File: src/rtl/bsg_axi_burst_master.sv
// bsg_axi_burst_master
//   Single-outstanding AXI4 burst master. Turns a valid/ready request
//   (address + write flag) into a fixed-length AXI write or read burst,
//   streams write words in and read words out, and pulses done_v_o with an
//   error flag once the burst completes.
//
// Configuration macro: BSG_AXI_BURST_MASTER_WRAP_EN
//   defined   : WRAP bursts, address aligned only to the data word
//               (critical-word-first)
//   undefined : INCR bursts, address aligned down to the burst boundary
//
// Ports
//   clk_i, reset_i            clock, synchronous active-high reset
//   req_*                     request channel (addr, write flag, valid/ready)
//   wdata_*, wstrb_i          write word stream into the master
//   rdata_*                   read word stream out of the master
//   done_v_o, done_err_o      one-cycle completion pulse and error flag
//   axi_aw*/w*/b*/ar*/r*      AXI4 master channels

module bsg_axi_burst_master #(
  parameter int axi_id_width_p    = 4,
  parameter int axi_addr_width_p  = 32,
  parameter int axi_data_width_p  = 64,
  parameter int axi_burst_len_p   = 4,
  parameter int axi_id_p          = 0,
  parameter int axi_strb_width_lp = axi_data_width_p >> 3
) (
  input  logic                          clk_i,
  input  logic                          reset_i,

  input  logic                          req_v_i,
  input  logic                          req_write_i,
  input  logic [axi_addr_width_p-1:0]   req_addr_i,
  output logic                          req_ready_o,

  input  logic                          wdata_v_i,
  input  logic [axi_data_width_p-1:0]   wdata_i,
  input  logic [axi_strb_width_lp-1:0]  wstrb_i,
  output logic                          wdata_ready_o,

  output logic                          rdata_v_o,
  output logic [axi_data_width_p-1:0]   rdata_o,
  output logic                          rdata_last_o,
  input  logic                          rdata_ready_i,

  output logic                          done_v_o,
  output logic                          done_err_o,

  output logic [axi_id_width_p-1:0]     axi_awid_o,
  output logic [axi_addr_width_p-1:0]   axi_awaddr_o,
  output logic [1:0]                    axi_awburst_o,
  output logic                          axi_awvalid_o,
  input  logic                          axi_awready_i,

  output logic [axi_data_width_p-1:0]   axi_wdata_o,
  output logic [axi_strb_width_lp-1:0]  axi_wstrb_o,
  output logic                          axi_wlast_o,
  output logic                          axi_wvalid_o,
  input  logic                          axi_wready_i,

  input  logic [axi_id_width_p-1:0]     axi_bid_i,
  input  logic [1:0]                    axi_bresp_i,
  input  logic                          axi_bvalid_i,
  output logic                          axi_bready_o,

  output logic [axi_id_width_p-1:0]     axi_arid_o,
  output logic [axi_addr_width_p-1:0]   axi_araddr_o,
  output logic [1:0]                    axi_arburst_o,
  output logic                          axi_arvalid_o,
  input  logic                          axi_arready_i,

  input  logic [axi_id_width_p-1:0]     axi_rid_i,
  input  logic [axi_data_width_p-1:0]   axi_rdata_i,
  input  logic [1:0]                    axi_rresp_i,
  input  logic                          axi_rlast_i,
  input  logic                          axi_rvalid_i,
  output logic                          axi_rready_o
);

  // Counter is at least one bit wide so a single-beat burst still builds.
  localparam int cnt_width_lp  = (axi_burst_len_p > 1) ? $clog2(axi_burst_len_p) : 1;
  localparam int word_bytes_lp = axi_data_width_p / 8;
  localparam logic [cnt_width_lp-1:0]   last_beat_lp = cnt_width_lp'(axi_burst_len_p - 1);
  localparam logic [axi_id_width_p-1:0] id_lp        = axi_id_width_p'(axi_id_p);

  typedef enum logic [2:0] {
    e_idle, e_wr_addr, e_wr_data, e_wr_resp, e_rd_addr, e_rd_data
  } state_e;

  state_e                        state_q, state_d;
  logic [axi_addr_width_p-1:0]   addr_q, addr_d;
  logic [cnt_width_lp-1:0]       cnt_q, cnt_d;
  logic                          err_q, err_d;
  logic [axi_addr_width_p-1:0]   req_addr_aligned;
  logic                          r_beat_err;
  logic [1:0]                    burst_type;

`ifdef BSG_AXI_BURST_MASTER_WRAP_EN
  localparam logic [axi_addr_width_p-1:0] word_mask_lp = ~axi_addr_width_p'(word_bytes_lp - 1);
  assign burst_type       = 2'b10;
  assign req_addr_aligned = req_addr_i & word_mask_lp;
`else
  // Modulo keeps the alignment correct for non-power-of-two burst lengths.
  localparam logic [axi_addr_width_p-1:0] burst_bytes_lp =
    axi_addr_width_p'(word_bytes_lp * axi_burst_len_p);
  assign burst_type       = 2'b01;
  assign req_addr_aligned = req_addr_i - (req_addr_i % burst_bytes_lp);
`endif

  assign axi_awid_o    = id_lp;
  assign axi_arid_o    = id_lp;
  assign axi_awaddr_o  = addr_q;
  assign axi_araddr_o  = addr_q;
  assign axi_awburst_o = burst_type;
  assign axi_arburst_o = burst_type;
  assign axi_wdata_o   = wdata_i;
  assign axi_wstrb_o   = wstrb_i;
  assign rdata_o       = axi_rdata_i;

  assign r_beat_err = (axi_rresp_i != 2'b00) | (axi_rid_i != id_lp);

  always_ff @(posedge clk_i) begin
    if (reset_i) begin
      state_q <= e_idle;
      addr_q  <= '0;
      cnt_q   <= '0;
      err_q   <= 1'b0;
    end else begin
      state_q <= state_d;
      addr_q  <= addr_d;
      cnt_q   <= cnt_d;
      err_q   <= err_d;
    end
  end

  always_comb begin
    state_d       = state_q;
    addr_d        = addr_q;
    cnt_d         = cnt_q;
    err_d         = err_q;
    req_ready_o   = 1'b0;
    wdata_ready_o = 1'b0;
    rdata_v_o     = 1'b0;
    rdata_last_o  = 1'b0;
    done_v_o      = 1'b0;
    done_err_o    = 1'b0;
    axi_awvalid_o = 1'b0;
    axi_wvalid_o  = 1'b0;
    axi_wlast_o   = 1'b0;
    axi_bready_o  = 1'b0;
    axi_arvalid_o = 1'b0;
    axi_rready_o  = 1'b0;

    unique case (state_q)
      e_idle: begin
        req_ready_o = 1'b1;
        if (req_v_i) begin
          addr_d  = req_addr_aligned;
          cnt_d   = '0;
          err_d   = 1'b0;
          state_d = req_write_i ? e_wr_addr : e_rd_addr;
        end
      end
      e_wr_addr: begin
        axi_awvalid_o = 1'b1;
        if (axi_awready_i) state_d = e_wr_data;
      end
      e_wr_data: begin
        axi_wvalid_o  = wdata_v_i;
        wdata_ready_o = axi_wready_i;
        axi_wlast_o   = (cnt_q == last_beat_lp);
        if (wdata_v_i && axi_wready_i) begin
          cnt_d = cnt_q + 1'b1;
          if (cnt_q == last_beat_lp) state_d = e_wr_resp;
        end
      end
      e_wr_resp: begin
        axi_bready_o = 1'b1;
        if (axi_bvalid_i) begin
          done_v_o   = 1'b1;
          done_err_o = (axi_bresp_i != 2'b00) | (axi_bid_i != id_lp);
          state_d    = e_idle;
        end
      end
      e_rd_addr: begin
        axi_arvalid_o = 1'b1;
        if (axi_arready_i) state_d = e_rd_data;
      end
      e_rd_data: begin
        rdata_v_o    = axi_rvalid_i;
        axi_rready_o = rdata_ready_i;
        rdata_last_o = axi_rlast_i;
        if (axi_rvalid_i && rdata_ready_i) begin
          err_d = err_q | r_beat_err;
          if (axi_rlast_i) begin
            done_v_o   = 1'b1;
            done_err_o = err_q | r_beat_err;
            state_d    = e_idle;
          end
        end
      end
      default: state_d = e_idle;
    endcase

    // Nothing handshakes while reset is held, whatever state was left behind.
    if (reset_i) begin
      req_ready_o   = 1'b0;
      wdata_ready_o = 1'b0;
      rdata_v_o     = 1'b0;
      done_v_o      = 1'b0;
      done_err_o    = 1'b0;
      axi_awvalid_o = 1'b0;
      axi_wvalid_o  = 1'b0;
      axi_bready_o  = 1'b0;
      axi_arvalid_o = 1'b0;
      axi_rready_o  = 1'b0;
    end
  end

endmodule

File: config.mk
export PLATFORM = sky130hd
export DESIGN_NAME = bsg_axi_burst_master
export DESIGN_NICKNAME = d
export VERILOG_FILES = /design/src/rtl/bsg_axi_burst_master.sv
export SDC_FILE = /design/constraint.sdc
export NUM_CORES = 1
export LEC_CHECK = 0
export ABC_AREA = 0
export CAP_MARGIN = 30
export CORE_AREA = 2 2 164 166
export CTS_CLUSTER_SIZE = 28
export DETAILED_ROUTE_END_ITERATION = 8
export DIE_AREA = 0 0 166 168
export PLACE_DENSITY_LB_ADDON = 0.15
export SYNTH_ARGS = -nofsm -noshare
export SYNTH_HDL_FRONTEND = slang
export SYNTH_SLANG_ARGS = --single-unit
File: constraint.sdc
create_clock -name clk_i -period 1.7 [get_ports clk_i]
set_clock_uncertainty 0.1 [all_clocks]
set_input_delay 0.17 -clock clk_i [delete_from_list [all_inputs] [get_ports clk_i]]
set_output_delay 0.17 -clock clk_i [all_outputs]
set_load 0.005 [all_outputs]
# --- Word level (Yosys, flattened, before mapping) ---
# Cells that the tools add are included.
word_totals:
  ff_bits: 38
  input_bits: 192
  wordCells: 80
classes:
  add_sub_neg: 2
  n_eq_ne: 14
  mux: 44
  n_bitwise: 3
  reduce_logical: 13
op_table:
  columns: ["cell", "count"]
  rows:
  - ["$sub A32 B5 Y32", 1]
  - ["$mux W1", 28]
  - ["$mux W3", 9]
  - ["$pmux W3 S6", 1]
  - ["$ne A2 B2 Y1 const B", 8]
  - ["$reduce_and A8 Y1", 1]
  - ["$reduce_bool A2 Y1", 4]
  - ["$reduce_bool A4 Y1", 2]
  - ["$eq A3 B2 Y1 const B", 2]
  - ["$eq A3 B3 Y1 const B", 2]
  - ["$pmux W1 S2", 3]
  - ["$reduce_and A3 Y1", 2]
  - ["$mux W2", 2]
  - ["$pmux W2 S2", 1]
  - ["$eq A3 B1 Y1 const B", 1]
  - ["$logic_not A3 Y1", 1]
  - ["$or A1 B1 Y1", 3]
  - ["$add A2 B1 Y2 const B", 1]
  - ["$eq A2 B2 Y1 const B", 1]
  - ["$logic_and A1 B1 Y1", 2]
  - ["$reduce_and A2 Y1", 1]

# --- Logic depth before layout (Yosys ltp) ---
# Gate-level depths: netlist of run 1.
depth:
  ltp_word: 7
  depth_mapped: 6

# --- Worst setup path before layout of run 1 ---
# Ideal clock, no wire load.
synth_path:
  kind: "register -> register"
  from: "register state_q[0]"
  to: "register state_q[2]"
  setup_ps: 132
  t_arrival_ps: 1253
  required_ps: 1468
  slack_ps: 215
  path_stages_with_launch: 5
  path_buffers: 1
  period_less_slack_ps: 1485
  path_cell_list: "dfxtp_1 > buf_2 > or4_4 > a41oi_1 > a311oi_1"
synth_via:
  elab_chain_len: 3
  elab_cells_between_ends: 16
  classes_between: "13 x eq/ne; 1 x mux; 2 x reduce/logical"
synth_lines:
  columns: ["item", "line_no", "source"]
  rows:
  - ["start: declaration", "90", "state_e state_q, state_d;"]
  - ["start signal: assignment", "124", "state_q <= e_idle;"]
  - ["start signal: assignment", "129", "state_q <= state_d;"]
  - ["$eq A3 B3 Y1, or another cell as far along", "154", "unique case (state_q)"]
  - ["$ne A2 B2 Y1 (no source line)", null, null]
  - ["$reduce_and A8 Y1 (no source line)", null, null]
# Several ways; a longest one is shown, not always the timed one.
# A chain may end at the register's enable or synchronous reset.

# --- Worst setup path in the final report of run 1 ---
layout_path:
  from: "register state_q[1]"
  to: "register state_q[2]"
# The elaborated chain is that of the path after synthesis.

==> results of run 1 <==
## kinds of logic (layout without fill, tap and decap cells)
logic type | count (synthesis) | after routing
and+or+nand+nor | 103 | 103
buffers and inverters | 200 | 161
xor gates and xnor gates | 1 | 1
AOI/OAI and AO/OA | 43 | 43
other | 2 | 22
adders and majority gates | 1 | 1
DFF | 33 | 33
## stage by stage
| stage | instance area (µm²) | hold WS (ps) | setup slack, ps | std cells | total power [W] |
|---|---|---|---|---|---|
| 2_1_floorplan | 3050 | 206 | 215 | 403 | 0.00217 |
| 3_3_place_gp | 3370 | 240 | -401 | 687 | 0.00267 |
| 3_5_place_dp | 3370 | 240 | -357 | 687 | 0.00267 |
| 4_1_cts | 3610 | 198 | -112 | 699 | 0.00376 |
| 5_1_grt | 3680 | 219 | -112 | 705 | 0.00400 |
| 6_report | 3680 | 191 | -53.4 | 705 | 0.00371 |
## critical path, stage by stage, from the launching register on
cell	delay, ps
dfxtp_2	350
buf_6	120
buf_8	110
and2b_1	180
or4_4	520
a41oi_2	170
a311oi_2	70
## power by group through the flow
| stage | combinational, W | clock (W) | sequential, W |
|---|---|---|---|
| 2_1_floorplan | 0.00115 | 0 | 0.00102 |
| 3_3_place_gp | 0.00163 | 0 | 0.00105 |
| 3_5_place_dp | 0.00162 | 0 | 0.00105 |
| 4_1_cts | 0.00172 | 0.000989 | 0.00105 |
| 5_1_grt | 0.00191 | 0.00103 | 0.00107 |
| 6_report | 0.00174 | 0.000925 | 0.00104 |
## flip-flops by register name, summed over array words and instances (netlist names)
| signal | flops |
|---|---|
| state_q | 3 |
| err_q | 1 |
| cnt_q | 2 |
| axi_araddr_o | 27 |
## area by class of cell
| cell class | count | area, µm² | share of cell area [%] |
|---|---|---|---|
| clock buffer | 7 | 143 | 3.87 |
| timing repair buffer | 153 | 1460 | 39.6 |
| sequential | 33 | 667 | 18.1 |
| multi-input combinational | 170 | 985 | 26.8 |
| tap | 341 | 427 | 11.6 |
| inverter | 1 | 3.75 | 0.102 |
## Yosys cell counts, types with 2 or more instances
| cell | count | area (µm²) |
|---|---|---|
| conb_1 | 2 | 7.51 |
| nor2b_1 | 4 | 25.0 |
| nor2_1 | 7 | 26.3 |
| a21oi_1 | 34 | 170 |
| buf_4 | 185 | 1390 |
| buf_2 | 3 | 15.0 |
| nor4b_4 | 2 | 47.6 |
| and3b_1 | 3 | 26.3 |
| dfxtp_1 | 33 | 661 |
| nor3_1 | 3 | 15.0 |
| nor4b_1 | 2 | 17.5 |
| nand3_1 | 2 | 10.0 |
| nand3b_1 | 2 | 15.0 |
| nand2_1 | 61 | 229 |
| clkbuf_1 | 7 | 26.3 |
| and3_1 | 5 | 31.3 |
| buf_6 | 4 | 45.0 |
| nor4_1 | 3 | 18.8 |
| nand4b_1 | 2 | 17.5 |
## routing by layer
metal	vias to the layer above	part of all wire (%)	GRT usage, %	wire [µm]
met5	-	0	0	0
met4	0	5.6	4.57	493
met3	54	7.5	2.14	665
met2	124	48	9.83	4290
met1	959	38	6.49	3400
li1	992	-	-	-
## cell usage in the layout (no fill, tap or decap), types with 2 or more instances in the layout
cell	synthesis	routed
clkdlybuf4s50_1	0	103
nand2_1	61	60
a21oi_1	34	31
dfxtp_1	33	30
buf_4	185	29
conb_1	2	22
dlygate4sd2_1	0	7
nor2_1	7	5
clkbuf_16	0	5
buf_6	4	5
and3_1	5	4
buf_2	3	4
nor3_1	3	3
a21oi_2	0	3
and3b_1	3	3
nor2b_1	4	3
nor2_2	1	2
nor4b_2	0	2
nand3b_1	2	2
nor4_1	3	2
nand4b_1	2	2
nor4b_4	2	2
buf_12	0	2
dfxtp_2	0	2
## what timing repair did
| action | CTS | global route |
|---|---|---|
| endpoints found under the hold margin | 0 | 0 |
| resized for setup | 45 | 9 |
| endpoints found under the setup margin | 41 | 23 |
| setup buffers | 5 | 6 |
| pin swaps | 4 | 10 |
## path summary, 6_finish.rpt
check                                                     end  slack (ps)  depth (start not counted)
worst min register to register  axi_araddr_o[24]$_SDFFE_PP0P_         370                          2
worst max register to register        state_q[2]$_SDFFE_PP0P_         -50                          6
worst min-delay path                  state_q[1]$_SDFFE_PP0P_         190                          2
worst max-delay path                  state_q[2]$_SDFFE_PP0P_         -50                          6
==> results.json, run 1 <==
{
  "status": "finished, violations left",
  "violations": "negative setup slack",
  "synth.avg_cell_area_um2": 7.77,
  "die_x_um": 166,
  "fin_crit_ps": 1750,
  "antenna_found_initial": 0,
  "cts.hold.buffers_added": 0,
  "synth-edff-count": 0,
  "synth-main-ff-cell": "dfxtp_1",
  "swShare_pct": 32.7,
  "dieArea_mm2": 0.0279,
  "report.final.slew_viol_count": 0,
  "drt-initial-drc-count": 75,
  "cp.required_ps": 1750,
  "clkTransAtPathRegs_ps": 60,
  "place_hpwl_um": 6890,
  "synth_top_family_by_area": "buffers and inverters",
  "setup_violations": 2,
  "synthArstFlopShare_pct": 0,
  "cp.arrival_ps": 1800,
  "max_freq_ghz": 0.570,
  "cp-end-kind": "flop",
  "p_seq_share_pct": 28.1,
  "cts.sinks": 33,
  "ioPinCount": 416,
  "clock_power_share_pct": 24.9,
  "combPwrFrac_pct": 46.9,
  "syn_to_final_growth_pct": 23.7,
  "cp-start-kind": "flop",
  "yosys_warnings": 0,
  "viasPerCell": 3.02,
  "drc": 0,
  "core_mm2": 0.0264,
  "synth.distinct_cells": 38,
  "min-delay-start": "reset_i",
  "cts_tree": "built",
  "hold_class": "in2reg",
  "drive_gt1_share_pct": 20.1,
  "drv_cap": 0,
  "grt_start_max_net_pins": 29,
  "die_h_um": 168,
  "final_nets": 557,
  "synthCells": 383,
  "period_share_pct": 103,
  "synth_fa_ha_area_share_pct": 0.421,
  "cts_inserted_buffers": 5,
  "first_pass_iters": 4,
  "row_count": 60,
  "yosysSeqAreaShare_pct": 22.2,
  "hold_viol": 0,
  "vdd.ir_drop.worst_mv": 0.326,
  "final_util_pct": 14.0,
  "clk_latency_ps": 290,
  "power.density_mw_per_mm2": 1010,
  "synth_compound_area_share_pct": 8.96,
  "worstPathMaxFanout": 6,
  "finalSetupTns_ps": -56.3,
  "antenna_left": 0,
  "wire_per_inst_um": 12.6,
  "fin_ws_ps": -53.4,
  "numPortBuffers": 116,
  "gp_congestion": 0.668,
  "worstSetupPathType": "reg2reg",
  "leakage_nw": 1.37,
  "vias": 2129,
  "synth_seq_cells": 33,
  "synthXorXnorAreaFrac_pct": 0.294,
  "grt_pass1_wl_um": 12700,
  "clk_path_buf_depth": 2,
  "antenna_cells": 0,
  "grtUsageTotal_pct": 6.05,
  "critPathLaunch": "state_q[1]$_SDFFE_PP0P_",
  "synthMuxAreaShare_pct": 0,
  "wirelength_um": 8850,
  "start_util_pct": 11.3,
  "htreeDepth": 2,
  "cts-root-buf": "clkbuf_16",
  "grt_pass1_vias": 2028,
  "reg2reg_from": "state_q[1]$_SDFFE_PP0P_",
  "num-fill-cells": 2964,
  "overflow": 0,
  "p_int_w": 0.00249,
  "syn_area_mm2": 0.00298,
  "rsz0062_at_grt": "yes",
  "p_sw_w": 0.00121,
  "synthSimpleGateAreaFrac_pct": 18.2
}
Note: power is estimated with default switching activity, not from simulation.
==> run 2, diff against run 1 <==
- SLEW_MARGIN: not set -> 10
==> results of run 2 <==
The final DEF is identical to that of run 1; final timing and power are the same.
==> run 3, diff against run 2 <==
- PLACE_DENSITY: not set -> 0.43
- PLACE_DENSITY_LB_ADDON: 0.15 -> not set
==> run 3 against run 2 <==
Net effect:
- the flow still finishes with violations (negative setup slack)
- sequential cell count did not move
- fmax fell by 0.26%
- global-route usage rose by 0.26 points
- cell count fell by 0.43%
- cell area barely moved
- worst hold slack improved by 49 ps
==> results.json, run 3 (synthesis results as in run 1) <==
{
  "hold_class": "in2out",
  "cp.required_ps": 1430,
  "die_h_um": 168,
  "drc": 0,
  "wire_per_inst_um": 13.7,
  "ff2ff_path_depth": 5,
  "fin_ws_ps": -58.0,
  "largest_reg_flops": 27,
  "power_w": 0.00381,
  "max_freq_ghz": 0.569,
  "r2r_setup_slack_ps": 40,
  "syn_to_final_growth_pct": 23.6,
  "cp-start-kind": "flop",
  "viasPerCell": 3.11,
  "setup_violations": 3,
  "cp-end-kind": "output port",
  "drv_cap": 0,
  "final_nets": 553,
  "worstPathMaxFanout": 3,
  "cts_inserted_buffers": 5,
  "vias": 2184,
  "power.density_mw_per_mm2": 1040,
  "cp.arrival_ps": 1490,
  "gp_congestion": 0.682,
  "antenna_cells": 0,
  "fin_crit_ps": 1760,
  "cts-root-buf": "clkbuf_16",
  "die_x_um": 166,
  "row_count": 60,
  "period_share_pct": 103,
  "cts_tree": "built",
  "ioPinCount": 416,
  "critPathLaunch": "state_q[1]$_SDFFE_PP0P_",
  "clkTransAtPathRegs_ps": 60,
  "reg2reg_to": "state_q[2]$_SDFFE_PP0P_",
  "leakage_nw": 1.35,
  "reg2reg_from": "state_q[1]$_SDFFE_PP0P_",
  "htreeDepth": 2,
  "cts.sinks": 33,
  "antenna_found_initial": 1,
  "antenna_left": 0,
  "grt_pass1_vias": 2087,
  "dieArea_mm2": 0.0279,
  "violations": "negative setup slack",
  "grtUsageTotal_pct": 6.31,
  "rsz0062_at_grt": "yes",
  "final_common_cell": "clkdlybuf4s50_1",
  "core_mm2": 0.0264,
  "start_util_pct": 11.3,
  "worstSetupPathType": "reg2out",
  "vdd.ir_drop.worst_mv": 0.380,
  "final_cell_mix": "clkdlybuf4s50_1 (103), nand2_1 (60), a21oi_1 (33), dfxtp_1 (30), buf_4 (23)",
  "clk_latency_ps": 280,
  "drt-initial-drc-count": 100,
  "cts.hold.buffers_added": 0,
  "place_hpwl_um": 7340,
  "status": "finished, violations left",
  "hold_viol": 0,
  "grt_start_max_net_pins": 29,
  "drive_gt1_share_pct": 20.2,
  "clk_path_buf_depth": 2,
  "report.final.slew_viol_count": 0,
  "grt_pass1_wl_um": 13300,
  "overflow": 0,
  "wirelength_um": 9630,
  "final_util_pct": 14.0,
  "endpoint": "done_err_o",
  "first_pass_iters": 4,
  "numPortBuffers": 116
}
==> run 3: layer usage <==
metal,part of all wire (%),up-vias,track usage [%]
li1,-,983,-
met1,40,947,7.15
met2,43,166,9.42
met3,11,84,2.77
met4,5.9,4,4.42
met5,0.48,-,0.870
==> run 3: worst min-delay path by stage <==
| stage | from | to | cells after the start |
|---|---|---|---|
| finish | wdata_i[11] | axi_wdata_o[11] | 0 |
| global route | axi_rdata_i[12] | rdata_o[12] | 0 |
| CTS | wdata_i[16] | axi_wdata_o[16] | 0 |
| detailed placement | wdata_i[16] | axi_wdata_o[16] | 0 |
| global placement | wdata_i[16] | axi_wdata_o[16] | 0 |
| floorplan | req_addr_i[10] | axi_araddr_o[10]$_SDFFE_PP0P_ | 2 |
==> run 3: cell type report <==
| class | count | area [µm²] |
|---|---|---|
| Fill cell | 2969 | 22700 |
| Timing Repair Buffer | 149 | 1450 |
| Multi-Input combinational cell | 170 | 990 |
| Sequential cell | 33 | 667 |
| Tap cell | 341 | 427 |
| Clock buffer | 6 | 129 |
| Clock inverter | 2 | 10.0 |
| Inverter | 1 | 3.75 |
==> run 3: worst max-delay path, stage by stage, from the launching register on <==
cell	delay [ps]
dfxtp_2	340
buf_6	110
and3b_4	280
and3_4	200
a31oi_1	80
nor2_1	90
buf_2	120
==> run 3: where the power goes <==
group / leakage [nW] / switching [W] / internal, W
clock network: 0.0706 / 0.000347 / 0.000538
registers: 0.272 / 0.000126 / 0.000916
logic: 1.01 / 0.000798 / 0.00109
==> run 3: timing repair <==
action / in CTS / in global routing
endpoints found under the setup margin: 13 / 29
gates cloned: 0 / 2
pin swaps: 6 / 7
resized for setup: 60 / 12
buffers inserted: 4 / 2
==> run 3: stage by stage <==
stage                     TNS, ps  cells  worst slack (ps)  area, µm²  hold slack (ps)
after floorplan                 0    403               215       3050              206
after global placement      -1450    687              -393       3380              240
after detailed placement    -1750    687              -409       3380              240
after CTS                    -236    699              -102       3600              240
after global routing         -419    702              -136       3680              240
final                        -134    702             -58.0       3680              240
